**src/rtl/ps2_scan_receiver.sv**
```systemverilog
// rtl/ps2_scan_receiver.sv - PS/2 device-to-host scan byte receiver with FWFT output FIFO (optional PS2_BREAK_DECODE_EN)
module ps2_scan_receiver #(
    parameter int SAMPLE_DIV    = 250,
    parameter int FILTER_LEN    = 4,
    parameter int TIMEOUT_TICKS = 4000,
    parameter int FIFO_DEPTH    = 8
) (
    input  logic                          CLK,
    input  logic                          RST,
    input  logic                          PS2_CLK,
    input  logic                          PS2_DATA,
    output logic [7:0]                    CODE,
    output logic                          CODE_EXT,
    output logic                          CODE_BRK,
    output logic                          CODE_VALID,
    input  logic                          CODE_READY,
    output logic                          FRAME_ERR,
    output logic                          OVERFLOW,
    output logic [$clog2(FIFO_DEPTH):0]   FIFO_COUNT
);

    localparam int DIV_W = $clog2(SAMPLE_DIV);
    localparam int TMR_W = $clog2(TIMEOUT_TICKS + 1);
    localparam int PTR_W = $clog2(FIFO_DEPTH);
    localparam int CNT_W = PTR_W + 1;
`ifdef PS2_BREAK_DECODE_EN
    localparam int ENTRY_W = 10;
`else
    localparam int ENTRY_W = 8;
`endif

    typedef enum logic [1:0] {
        S_IDLE  = 2'd0,
        S_RECV  = 2'd1,
        S_CHECK = 2'd2
    } state_t;

    // ------------------------------------------------------------------
    // Input synchronisers; both lines idle high
    // ------------------------------------------------------------------
    logic [1:0] clk_sync_q;
    logic [1:0] data_sync_q;
    logic       ps2_clk_s;
    logic       ps2_data_s;

    // two-flop synchronisers for the asynchronous PS/2 pins
    always_ff @(posedge CLK or posedge RST) begin
        if (RST) begin
            clk_sync_q  <= 2'b11;
            data_sync_q <= 2'b11;
        end else begin
            clk_sync_q  <= {clk_sync_q[0], PS2_CLK};
            data_sync_q <= {data_sync_q[0], PS2_DATA};
        end
    end

    assign ps2_clk_s  = clk_sync_q[1];
    assign ps2_data_s = data_sync_q[1];

    // ------------------------------------------------------------------
    // Sample tick divider
    // ------------------------------------------------------------------
    logic [DIV_W-1:0] div_q;
    logic             tick;

    assign tick = (div_q == DIV_W'(SAMPLE_DIV - 1));

    // free-running divider producing one tick per SAMPLE_DIV clocks
    always_ff @(posedge CLK or posedge RST) begin
        if (RST) begin
            div_q <= '0;
        end else if (tick) begin
            div_q <= '0;
        end else begin
            div_q <= div_q + DIV_W'(1);
        end
    end

    // ------------------------------------------------------------------
    // PS2_CLK glitch filter; falling edge is a 1->0 flip of the filtered level
    // ------------------------------------------------------------------
    logic       filt_level_q;
    logic [3:0] filt_cnt_q;
    logic       filt_flip;
    logic       fall;

    assign filt_flip = tick && (ps2_clk_s != filt_level_q) &&
                       (filt_cnt_q == 4'(FILTER_LEN - 1));
    assign fall      = filt_flip && filt_level_q;

    // count consecutive ticks disagreeing with the filtered level, flip when enough
    always_ff @(posedge CLK or posedge RST) begin
        if (RST) begin
            filt_level_q <= 1'b1;
            filt_cnt_q   <= '0;
        end else if (tick) begin
            if (ps2_clk_s != filt_level_q) begin
                if (filt_flip) begin
                    filt_level_q <= ~filt_level_q;
                    filt_cnt_q   <= '0;
                end else begin
                    filt_cnt_q <= filt_cnt_q + 4'd1;
                end
            end else begin
                filt_cnt_q <= '0;
            end
        end
    end

    // ------------------------------------------------------------------
    // Frame FSM
    // ------------------------------------------------------------------
    state_t           state_q, state_d;
    logic [3:0]       bitcnt_q, bitcnt_d;
    logic [TMR_W-1:0] timer_q, timer_d;
    logic [10:0]      shift_q, shift_d;
    logic             err_d;
    logic             frame_ok;
    logic [7:0]       rx_byte;

    assign rx_byte = shift_q[8:1];

    // FSM state and frame datapath registers
    always_ff @(posedge CLK or posedge RST) begin
        if (RST) begin
            state_q  <= S_IDLE;
            bitcnt_q <= '0;
            timer_q  <= '0;
            shift_q  <= '0;
        end else begin
            state_q  <= state_d;
            bitcnt_q <= bitcnt_d;
            timer_q  <= timer_d;
            shift_q  <= shift_d;
        end
    end

    // next-state logic: shift on falling edges, time out idle lines, check full frames
    always_comb begin
        state_d  = state_q;
        bitcnt_d = bitcnt_q;
        timer_d  = timer_q;
        shift_d  = shift_q;
        err_d    = 1'b0;
        frame_ok = 1'b0;
        case (state_q)
            S_IDLE: begin
                if (fall && !ps2_data_s) begin
                    state_d  = S_RECV;
                    bitcnt_d = 4'd1;
                    timer_d  = '0;
                    shift_d  = {ps2_data_s, shift_q[10:1]};
                end
            end
            S_RECV: begin
                if (fall) begin
                    shift_d  = {ps2_data_s, shift_q[10:1]};
                    bitcnt_d = bitcnt_q + 4'd1;
                    timer_d  = '0;
                    if (bitcnt_q == 4'd10) begin
                        state_d = S_CHECK;
                    end
                end else if (tick) begin
                    if (timer_q == TMR_W'(TIMEOUT_TICKS - 1)) begin
                        state_d = S_IDLE;
                        timer_d = '0;
                        err_d   = 1'b1;
                    end else begin
                        timer_d = timer_q + TMR_W'(1);
                    end
                end
            end
            S_CHECK: begin
                state_d = S_IDLE;
                if (!shift_q[0] && shift_q[10] && (^shift_q[9:1])) begin
                    frame_ok = 1'b1;
                end else begin
                    err_d = 1'b1;
                end
            end
            default: begin
                state_d = S_IDLE;
            end
        endcase
    end

    // ------------------------------------------------------------------
    // Prefix handling and push request
    // ------------------------------------------------------------------
    logic               push_req;
    logic [ENTRY_W-1:0] push_data;
    logic               push_ok;

`ifdef PS2_BREAK_DECODE_EN
    logic ext_pending_q;
    logic brk_pending_q;
    logic is_prefix;

    assign is_prefix = (rx_byte == 8'hE0) || (rx_byte == 8'hF0);
    assign push_req  = frame_ok && !is_prefix;
    assign push_data = {ext_pending_q, brk_pending_q, rx_byte};

    // latch E0/F0 prefixes; any push attempt or error consumes them
    always_ff @(posedge CLK or posedge RST) begin
        if (RST) begin
            ext_pending_q <= 1'b0;
            brk_pending_q <= 1'b0;
        end else if (err_d || push_req) begin
            ext_pending_q <= 1'b0;
            brk_pending_q <= 1'b0;
        end else if (frame_ok) begin
            if (rx_byte == 8'hE0) ext_pending_q <= 1'b1;
            if (rx_byte == 8'hF0) brk_pending_q <= 1'b1;
        end
    end
`else
    assign push_req  = frame_ok;
    assign push_data = rx_byte;
`endif

    // ------------------------------------------------------------------
    // FWFT FIFO
    // ------------------------------------------------------------------
    logic [ENTRY_W-1:0] mem [FIFO_DEPTH];
    logic [PTR_W-1:0]   wr_ptr_q;
    logic [PTR_W-1:0]   rd_ptr_q;
    logic [CNT_W-1:0]   count_q;
    logic               pop;
    logic               full;
    logic [ENTRY_W-1:0] head;

    assign CODE_VALID = (count_q != '0);
    assign full       = (count_q == CNT_W'(FIFO_DEPTH));
    assign pop        = CODE_VALID && CODE_READY;
    assign push_ok    = push_req && (!full || pop);
    assign head       = mem[rd_ptr_q];
    assign FIFO_COUNT = count_q;
    assign CODE       = CODE_VALID ? head[7:0] : 8'h00;
`ifdef PS2_BREAK_DECODE_EN
    assign CODE_EXT   = CODE_VALID ? head[9] : 1'b0;
    assign CODE_BRK   = CODE_VALID ? head[8] : 1'b0;
`else
    assign CODE_EXT   = 1'b0;
    assign CODE_BRK   = 1'b0;
`endif

    // storage array; contents are meaningless while the FIFO is empty
    always_ff @(posedge CLK) begin
        if (push_ok) begin
            mem[wr_ptr_q] <= push_data;
        end
    end

    // pointers and occupancy; pointers wrap naturally on a power-of-two depth
    always_ff @(posedge CLK or posedge RST) begin
        if (RST) begin
            wr_ptr_q <= '0;
            rd_ptr_q <= '0;
            count_q  <= '0;
        end else begin
            if (push_ok) wr_ptr_q <= wr_ptr_q + PTR_W'(1);
            if (pop)     rd_ptr_q <= rd_ptr_q + PTR_W'(1);
            case ({push_ok, pop})
                2'b10:   count_q <= count_q + CNT_W'(1);
                2'b01:   count_q <= count_q - CNT_W'(1);
                default: count_q <= count_q;
            endcase
        end
    end

    // registered one-cycle status pulses
    always_ff @(posedge CLK or posedge RST) begin
        if (RST) begin
            FRAME_ERR <= 1'b0;
            OVERFLOW  <= 1'b0;
        end else begin
            FRAME_ERR <= err_d;
            OVERFLOW  <= push_req && !push_ok;
        end
    end

endmodule
```
**config.mk**
```make
export PLATFORM = sky130hd
export DESIGN_NAME = ps2_scan_receiver
export DESIGN_NICKNAME = d
export VERILOG_FILES = /design/src/rtl/ps2_scan_receiver.sv
export SDC_FILE = /design/constraint.sdc
export NUM_CORES = 1
export LEC_CHECK = 0
export CAP_MARGIN = 20
export CORE_UTILIZATION = 43
export CTS_CLUSTER_DIAMETER = 120
export DETAILED_ROUTE_END_ITERATION = 7
export PLACE_DENSITY = 0.71
export SLEW_MARGIN = 20
export SYNTH_ARGS = -nofsm -noshare
export SYNTH_HDL_FRONTEND = slang
export SYNTH_SLANG_ARGS = --single-unit
```
**constraint.sdc**
```tcl
create_clock -name CLK -period 5.4 [get_ports CLK]
set_input_delay 1.35 -clock CLK [delete_from_list [all_inputs] [get_ports CLK]]
set_output_delay 1.35 -clock CLK [all_outputs]
set_load 0.01 [all_outputs]
```
==> results of run 1 <==
==> final timing paths <==
path | slack [ns] | cells past startpoint | to | start
setup / recovery | 1.52 | 4 | CODE[4] | rd_ptr_q[0]
hold / removal | 0.35 | 0 | data_sync_q[1] | data_sync_q[0]
setup reg to reg | 2.16 | 11 | FIFO_COUNT[3] | shift_q[2]
hold reg to reg | 0.35 | 0 | data_sync_q[1] | data_sync_q[0]
max in group asynchronous | 3.44 | 3 | rd_ptr_q[0] | RST
min in group asynchronous | 1.46 | 3 | FIFO_COUNT[1] | RST
==> power groups by stage <==
stage	logic [uW]	registers [uW]	clock network, uW
3_3_place_gp	236	1140	0
4_1_cts	245	1120	1170
6_report	240	1120	1150
2_1_floorplan	240	1060	0
5_1_grt	266	1130	1210
3_5_place_dp	244	1140	0
==> cell type report <==
| class | count | area, um2 |
|---|---|---|
| clock buffers | 18 | 439.2 |
| clock inverters | 14 | 170.2 |
| fillers | 1094 | 6107 |
| inverters | 13 | 48.80 |
| multi-input cells | 259 | 2112 |
| flip-flops and latches | 122 | 3381 |
| well taps | 172 | 215.2 |
| repair buffers | 20 | 197.7 |
==> stage by stage <==
stage	setup WS [ns]	instances
2_1_floorplan	2.436	408
3_3_place_gp	1.648	586
3_5_place_dp	1.635	586
4_1_cts	1.125	618
5_1_grt	1.382	618
6_report	1.523	618
==> cells in the mapped netlist (2+ instances only) <==
library cell	number
a21o_1	2
a21oi_1	6
a31oi_1	3
and2_1	3
and3_1	7
and4_1	2
buf_1	2
buf_2	4
buf_4	2
clkbuf_1	5
dfrtp_1	53
dfstp_2	5
edfxtp_1	64
ha_1	13
inv_1	12
mux2_2	12
mux2_4	2
mux2i_1	10
mux4_2	16
nand2_1	28
nand2b_1	10
nand3_1	18
nand3b_1	4
nand4_1	6
nand4b_1	3
nor2_1	32
nor2b_1	5
nor3_1	6
nor4_1	2
nor4_4	2
o211ai_1	2
o21ai_0	17
o31ai_1	2
or3b_4	2
xnor2_1	12
xor2_1	13
==> sequential cells by signal, summed over array words and instances, names as in the netlist <==
signal	flops
state_q	2
mem	64
shift_q	11
filt_cnt_q	4
div_q	8
timer_q	12
rd_ptr_q	3
data_sync_q	2
wr_ptr_q	3
filt_level_q	1
bitcnt_q	4
FIFO_COUNT	4
clk_sync_q	2
FRAME_ERR	1
OVERFLOW	1
==> layer usage <==
metal | share of wire, % | vias up | wire length [um]
met4 | 1.7 | 0 | 164
li1 | - | 1550 | -
met1 | 42 | 1665 | 4190
met2 | 53 | 47 | 5224
met3 | 3.4 | 14 | 340
met5 | 0 | - | 0
==> worst max-delay path, delay by kind of cell, from the launching register on <==
kind	cells	cell delay [ns]
buffers and inverters	1	0.50
DFF	1	0.74
muxes	2	0.79
and+or+nand+nor	1	0.07
==> cells by family (layout without fill, tap and decap cells) <==
group                    after synthesis  count (layout)  share of synthesized area (%)
multiplexers                          41              41                          11.58
XOR/XNOR                              27              27                          4.782
other                                  1               2                        0.06697
buffers and inverters                 27              65                          2.167
AND/OR/NAND/NOR                      135             135                          13.01
flip-flops                           122             122                          60.36
AO/OA/AOI/OAI                         40              40                          4.782
adder cells (fa/ha/maj)               14              14                          3.263
==> metrics.txt, run 1 <==
drt wl/cell 16.05 um; outcome completed; switching pwr slightly above 600 uW; share of cells above drive strength 1 18.39%; Synth Register Bits approximately 120; asr flop ratio synth between 40% and 50%; Startpoint Class flop; clock-pin transition on the worst setup and hold timing paths roughly 0.06 ns; I/O Buffers 19; die extent in y 116.1 um; Max Freq between 0.2 and 0.3 GHz; grt met3 use ~5.2%; vias in the first global route 3327; Yosys warnings 0; synthesized area per cell 13.76 um2; clock latency on the worst-skew pair between 0.4 and 0.5 ns; initial antenna violation count 0; peak supply drop roughly 0.00021 V; met1 usage between 15 and 20%; area share of the largest cell type after synthesis between 30 and 40%; Worst setup EP type output pin; DRT iter0 DRCs approximately 170; area growth from synthesis to layout 17.23%; Worst path slowest cell dfrtp_2; Leak 0.002732 uW; slew margin rel. 30.12%; Worst EP required around 4.1 ns; final hold viol count 0; Final Util about half; worst-margin pin slew around 1.0 ns; largest net degree at the start of global routing between 50 and 60; # DRC 0; Fin Hold WS approximately 0.35 ns; hold bufs inserted after CTS 0; drt first pass iters 4; Total Wirelength 9921 um; Mapped Cells roughly 410; Die X around 120 um; skew final 0.007729 ns; sequential share of power between 40% and 50%; leading cell type in the layout, fill and taps excluded edfxtp_1; Post-synth EDFFs 64; TritonCTS clock tree built; critical path class flop to output pin; Design Power 2509 uW; GRT Overall Usage 16.60%; unrepaired setup endpoints after global routing no; crit path DAT approximately 2.5 ns; sequential cell area fraction in the yosys report around three fifths; GR peak layer met2; Max-Cap Viols 0; Cell variety after synth between 50 and 60; min cycle time layout around 3.9 ns; ordered list of cells on the worst path mux4_2 > mux2i_1 > nor2_1 > clkdlybuf4s50_1; commonest non-fill, non-tap cells in the layout edfxtp_1, dfrtp_1, nor2_1, nand2_1, clkdlybuf4s50_1; Slowest Stage Delay on Critical Path approximately 0.74 ns; core area 0.01267 mm2; vias per inst 5.301; gr ovfl total 0; crit share post-route slightly above 70%; Power Dens Cells ~380 mW/mm2; max-slew violations 0; Comb power frac a little under a tenth; Max H-tree Level 4; Final ANT Viol Nets 0; switching fraction of total power ~24%; row count 41; top cells by area, synth edfxtp_1, dfrtp_1, mux4_2; postcts setup bufs 0; first-pass GRT wire length 16250 um; CTS Buf Count 17; dpl cell area just under 0.006 mm2; total negative slack 0 ns; clk buf depth 2; Root Driver clkbuf_16; hold crit path type flop to flop; CP Max Fanout 18; synthesized area between 0.005 and 0.006 mm2; Main synth FF type edfxtp_1; CTS Sinks ~120; I/O pins 22; full die area approximately 0.013 mm2; diode count 0; vias post-DR approximately 3300; nets 452; post_cts resized 0; Clk pwr share 45.8%; most area-hungry cell type in the Yosys netlist edfxtp_1; Detail Placement HPWL between 6000 and 7000 um; met2 track demand over resource between 20% and 30%; Starting Density roughly 44%; final instance area ~0.0066 mm2; # setup viols final 0; Final GP Congestion approximately 0.76; Pint 1896 uW
(Power assumes the default switching activity.)
==> run 2: changes to the inputs <==
Clock period 5.4 ns to 3.9 ns, I/O delays scaled along.
==> metrics.txt, run 2 (synthesis gave the netlist of run 1 again) <==
CP Max Fanout 16; Die X about 120 um; # setup viols final 0; row count slightly above 40; Root Driver clkbuf_16; final hold viol count 0; Total Wirelength just over 10000 um; WP buf/inv 2; final instance area ~0.0066 mm2; total negative slack 0 ns; Max Freq 0.2912 GHz; leading cell type in the layout, fill and taps excluded edfxtp_1; skew final approximately 0.0084 ns; share of cells above drive strength 1 about 19%; clock latency on the worst-skew pair 0.40 ns; dpl cell area 0.006026 mm2; diode count 0; core area ~0.013 mm2; CP top delay family buffers and inverters; area growth from synthesis to layout 18.21%; vias per inst between 5 and 6; drt first pass iters 4; hold bufs inserted after CTS 0; clock-pin transition on the worst setup and hold timing paths 0.05 ns; die extent in y 116.1 um; max reg flops 64; largest net degree at the start of global routing 45; ordered list of cells on the worst path buf_4 > mux4_2 > mux2i_1 > nor2_1 > clkdlybuf4s50_1; Detail Placement HPWL 6565 um; Max-Cap Viols 0; DRT iter0 DRCs around 200; worst-margin pin slew roughly 0.77 ns; peak supply drop 0.0002875 V; CTS Sinks approximately 120; initial antenna violation count 0; Final GP Congestion about 0.76; I/O Buffers 19; unrepaired setup endpoints after global routing no; sequential share of power 43.7%; Power Dens Cells 520.1 mW/mm2; hold crit path type flop to flop; Final ANT Viol Nets 0; post_cts resized 0; Startpoint Class flop; nets approximately 460; Pint about 2600 uW; Slowest Stage Delay on Critical Path 0.57 ns; layout filler cell count 1078; Biggest register mem; vias post-DR 3279; crit share post-route roughly nine tenths; Starting Density 44.19%; Clk pwr share around 45%; commonest non-fill, non-tap cells in the layout edfxtp_1, dfrtp_1, nor2_1, nand2_1, clkdlybuf4s50_1; Comb power frac between 10% and 20%; slew margin rel. between 40% and 50%; switching pwr 829.6 uW; Worst EP required 2.92 ns; Largest regs mem: 64 flops, timer_q: 12 flops, shift_q: 11 flops; hold path start clk_sync_q[0]; critical path class flop to output pin; clk buf depth 2; first-pass GRT wire length around 17000 um; TritonCTS clock tree built; min cycle time layout between 3 and 4 ns; # DRC 0; GRT Overall Usage between 10% and 20%; gr ovfl total 0; Leak 0.002768 uW; drt wl/cell 16.18 um; full die area between 0.01 and 0.015 mm2; crit path DAT approximately 2.5 ns; Worst setup EP type output pin; Crit. Startpoint rd_ptr_q[0]; reg2reg setup slack approximately 0.68 ns; Max H-tree Level 4; switching fraction of total power around a quarter; vias in the first global route 3339; Worst path slowest cell mux4_2; max-slew violations 0; I/O pins 22; postcts setup bufs 0; CTS Buf Count 17; Critical R2R Launch shift_q[2]; outcome completed
run 2: changes by cell type in the layout (fill, tap and decap cells not counted), sizes merged:
| cell | delta |
|---|---|
| buf | +11 |
| clkbuf | +2 |
| clkinv | -2 |
| clkinvlp | +1 |
| inv | -1 |
run 2: path summary, 6_finish.rpt:
| path | to | cells after the start |
|---|---|---|
| worst min register to register | clk_sync_q[1] | 0 |
| min in group asynchronous | FIFO_COUNT[1] | 2 |
| max in group asynchronous | filt_level_q | 3 |
| worst min-delay path | clk_sync_q[1] | 0 |
| worst max-delay path | CODE[2] | 5 |
| worst max register to register | FIFO_COUNT[3] | 11 |
run 2: final cells by class:
class                   instances  area [um2]  area share [%]
inverters                      13       48.80          0.7372
clock buffers                  20       436.7           6.597
repair buffers                 31       280.3           4.234
well taps                     172       215.2           3.251
flip-flops and latches        122        3379           51.06
clock inverters                12       151.4           2.287
multi-input cells             259        2107           31.83
run 2: metal layers:
metal	vias to the layer above	routed length [um]	GRT usage [%]
met4	0	58	5.641
met2	51	5355	30.20
met1	1640	4450	20.69
met3	6	312	4.411
met5	-	0	0
li1	1582	-	-
run 2: stage by stage:
stage / utilization, % / worst slack, ns / power [uW] / hold slack, ns / cells
2_1_floorplan: - / 0.9666 / 1800 / 0.3452 / 408
3_3_place_gp: 47.56 / 0.8337 / 1917 / 0.3476 / 597
3_5_place_dp: 47.56 / 0.6983 / 1932 / 0.3478 / 597
4_1_cts: 52.20 / 0.4330 / 3489 / 0.3551 / 629
5_1_grt: 52.24 / 0.3066 / 3587 / 0.3583 / 629
6_report: 52.24 / 0.4657 / 3442 / 0.3541 / 629
run 2: power by group through the flow:
stage / registers, uW / logic [uW] / clock network [uW]
after detailed placement: 1530 / 399 / 0
after CTS: 1510 / 399 / 1580
final: 1510 / 391 / 1550
after floorplan: 1470 / 332 / 0
after global placement: 1530 / 385 / 0
after global routing: 1520 / 436 / 1640
==> run 3: changes to the inputs <==
Settings changed: CORE_ASPECT_RATIO set to 2, SKIP_LAST_GASP set to 1.
Clock period 3.9 ns to 3.85 ns, I/O delays scaled along.
==> metrics.txt, run 3 (synthesis gave the netlist of run 1 again) <==
outcome completed; post_cts resized 0; clock-pin transition on the worst setup and hold timing paths 0.06 ns; Max Freq between 0.2 and 0.3 GHz; diode count 0; initial antenna violation count 0; Slowest Stage Delay on Critical Path slightly above 0.8 ns; gr ovfl total 0; Total Wirelength roughly 10000 um; GR peak layer met2; Power Dens Cells about 530 mW/mm2; Biggest register mem; area growth from synthesis to layout 18.08%; commonest non-fill, non-tap cells in the layout edfxtp_1, dfrtp_1, nor2_1, nand2_1, clkdlybuf4s50_1; Critical R2R Launch shift_q[2]; # setup viols final 0; final hold viol count 0; fin cells 608; drt wl/cell roughly 17 um; DRT iter0 DRCs between 200 and 250; CTS Buf Count 17; CTS Sinks between 100 and 150; core area about 0.013 mm2; vias in the first global route around 3500; Starting Density 44.34%; Startpoint Class flop; min cycle time layout ~3.4 ns; critical path class flop to output pin; Max-Cap Viols 0; drt first pass iters 4; Largest regs mem: 64 flops, timer_q: 12 flops, shift_q: 11 flops; slew margin rel. about two fifths; Crit. Startpoint rd_ptr_q[1]; GRT Overall Usage 17.55%; met2 track demand over resource 31.93%; ordered list of cells on the worst path mux4_2 > mux2i_1 > nor2_1 > clkdlybuf4s50_1; share of cells above drive strength 1 between 20% and 30%; TritonCTS clock tree built; total negative slack 0 ns; Final ANT Viol Nets 0; largest net degree at the start of global routing 51; row count 58; worst-margin pin slew about 0.88 ns; I/O Buffers 19; Inst Count DP about 580; nets between 400 and 500; # DRC 0; crit share post-route around 89%; hold crit path type flop to flop; Worst EP required approximately 2.9 ns; peak supply drop between 0.0003 and 0.0004 V; met1 usage approximately 18%; die extent in y 163.4 um; vias post-DR 3357; Root Driver clkbuf_16; Worst setup EP type output pin; max-slew violations 0; full die area 0.01351 mm2; hold bufs inserted after CTS 0; clock latency on the worst-skew pair 0.41 ns; Final GP Congestion ~0.79; max reg flops 64; Die X 82.69 um; Detail Placement HPWL just over 7000 um; Worst path slowest cell dfrtp_1; first-pass GRT wire length approximately 17000 um; clk buf depth 2; I/O pins 22; Leak roughly 0.0028 uW; skew final approximately 0.0061 ns; postcts setup bufs 0; grt met3 use between 4 and 5%; Max H-tree Level 4; hold path start clk_sync_q[0]; crit path DAT approximately 2.5 ns; leading cell type in the layout, fill and taps excluded edfxtp_1; unrepaired setup endpoints after global routing no; CP Max Fanout 17; vias per inst approximately 5.5
run 3: cell types whose count changed in the layout (fill, tap and decap cells not counted), sizes merged:
cell and delta:
clkinv +2, buf +1, clkbuf -2
run 3: through the flow:
stage          hold WS (ns)  power [uW]  utilization [%]  setup WS [ns]  area [um2]
3_5_place_dp         0.3495        1961            47.56         0.5650        6006
3_3_place_gp         0.3475        1950            47.56         0.7652        6006
2_1_floorplan        0.3452        1823                -         0.9166        5603
4_1_cts              0.3573        3564            52.31         0.3719        6605
6_report             0.3556        3524            52.36         0.4128        6611
5_1_grt              0.3624        3671            52.36         0.2858        6611
run 3: path summary, 6_finish.rpt:
check	endpoint	slack [ns]	cells after the start
worst min-delay path	clk_sync_q[1]	0.36	0
worst min register to register	clk_sync_q[1]	0.36	0
max in group asynchronous	wr_ptr_q[1]	2.17	3
worst max-delay path	CODE[1]	0.41	4
min in group asynchronous	timer_q[0]	1.05	2
worst max register to register	FIFO_COUNT[3]	0.59	11
run 3: final cells by class:
| class | instances | area (um2) |
|---|---|---|
| fillers | 1087 | 6016 |
| flip-flops and latches | 122 | 3379 |
| multi-input cells | 259 | 2107 |
| clock buffers | 18 | 429.2 |
| repair buffers | 32 | 287.8 |
| well taps | 150 | 187.7 |
| clock inverters | 14 | 170.2 |
| inverters | 13 | 50.05 |
run 3: power breakdown:
| group | total (uW) | switching, uW | internal, uW |
|---|---|---|---|
| sequential | 1520 | 111 | 1410 |
| clock | 1600 | 580 | 1020 |
| combinational | 407 | 176 | 230 |
run 3: worst max-delay path, delay by kind of cell, from the launching register on:
family,cells,cell delay [ns]
flops,1,0.83
mux,2,0.64
buf+inv,1,0.50
simple gates,1,0.08
run 3: per-layer routing:
| layer | wire [um] | share of wire, % | vias up |
|---|---|---|---|
| met5 | 0 | 0 | - |
| met4 | 231 | 2.2 | 0 |
| met3 | 282 | 2.7 | 23 |
| met2 | 6031 | 58 | 63 |
| met1 | 3910 | 37 | 1699 |
| li1 | - | - | 1572 |
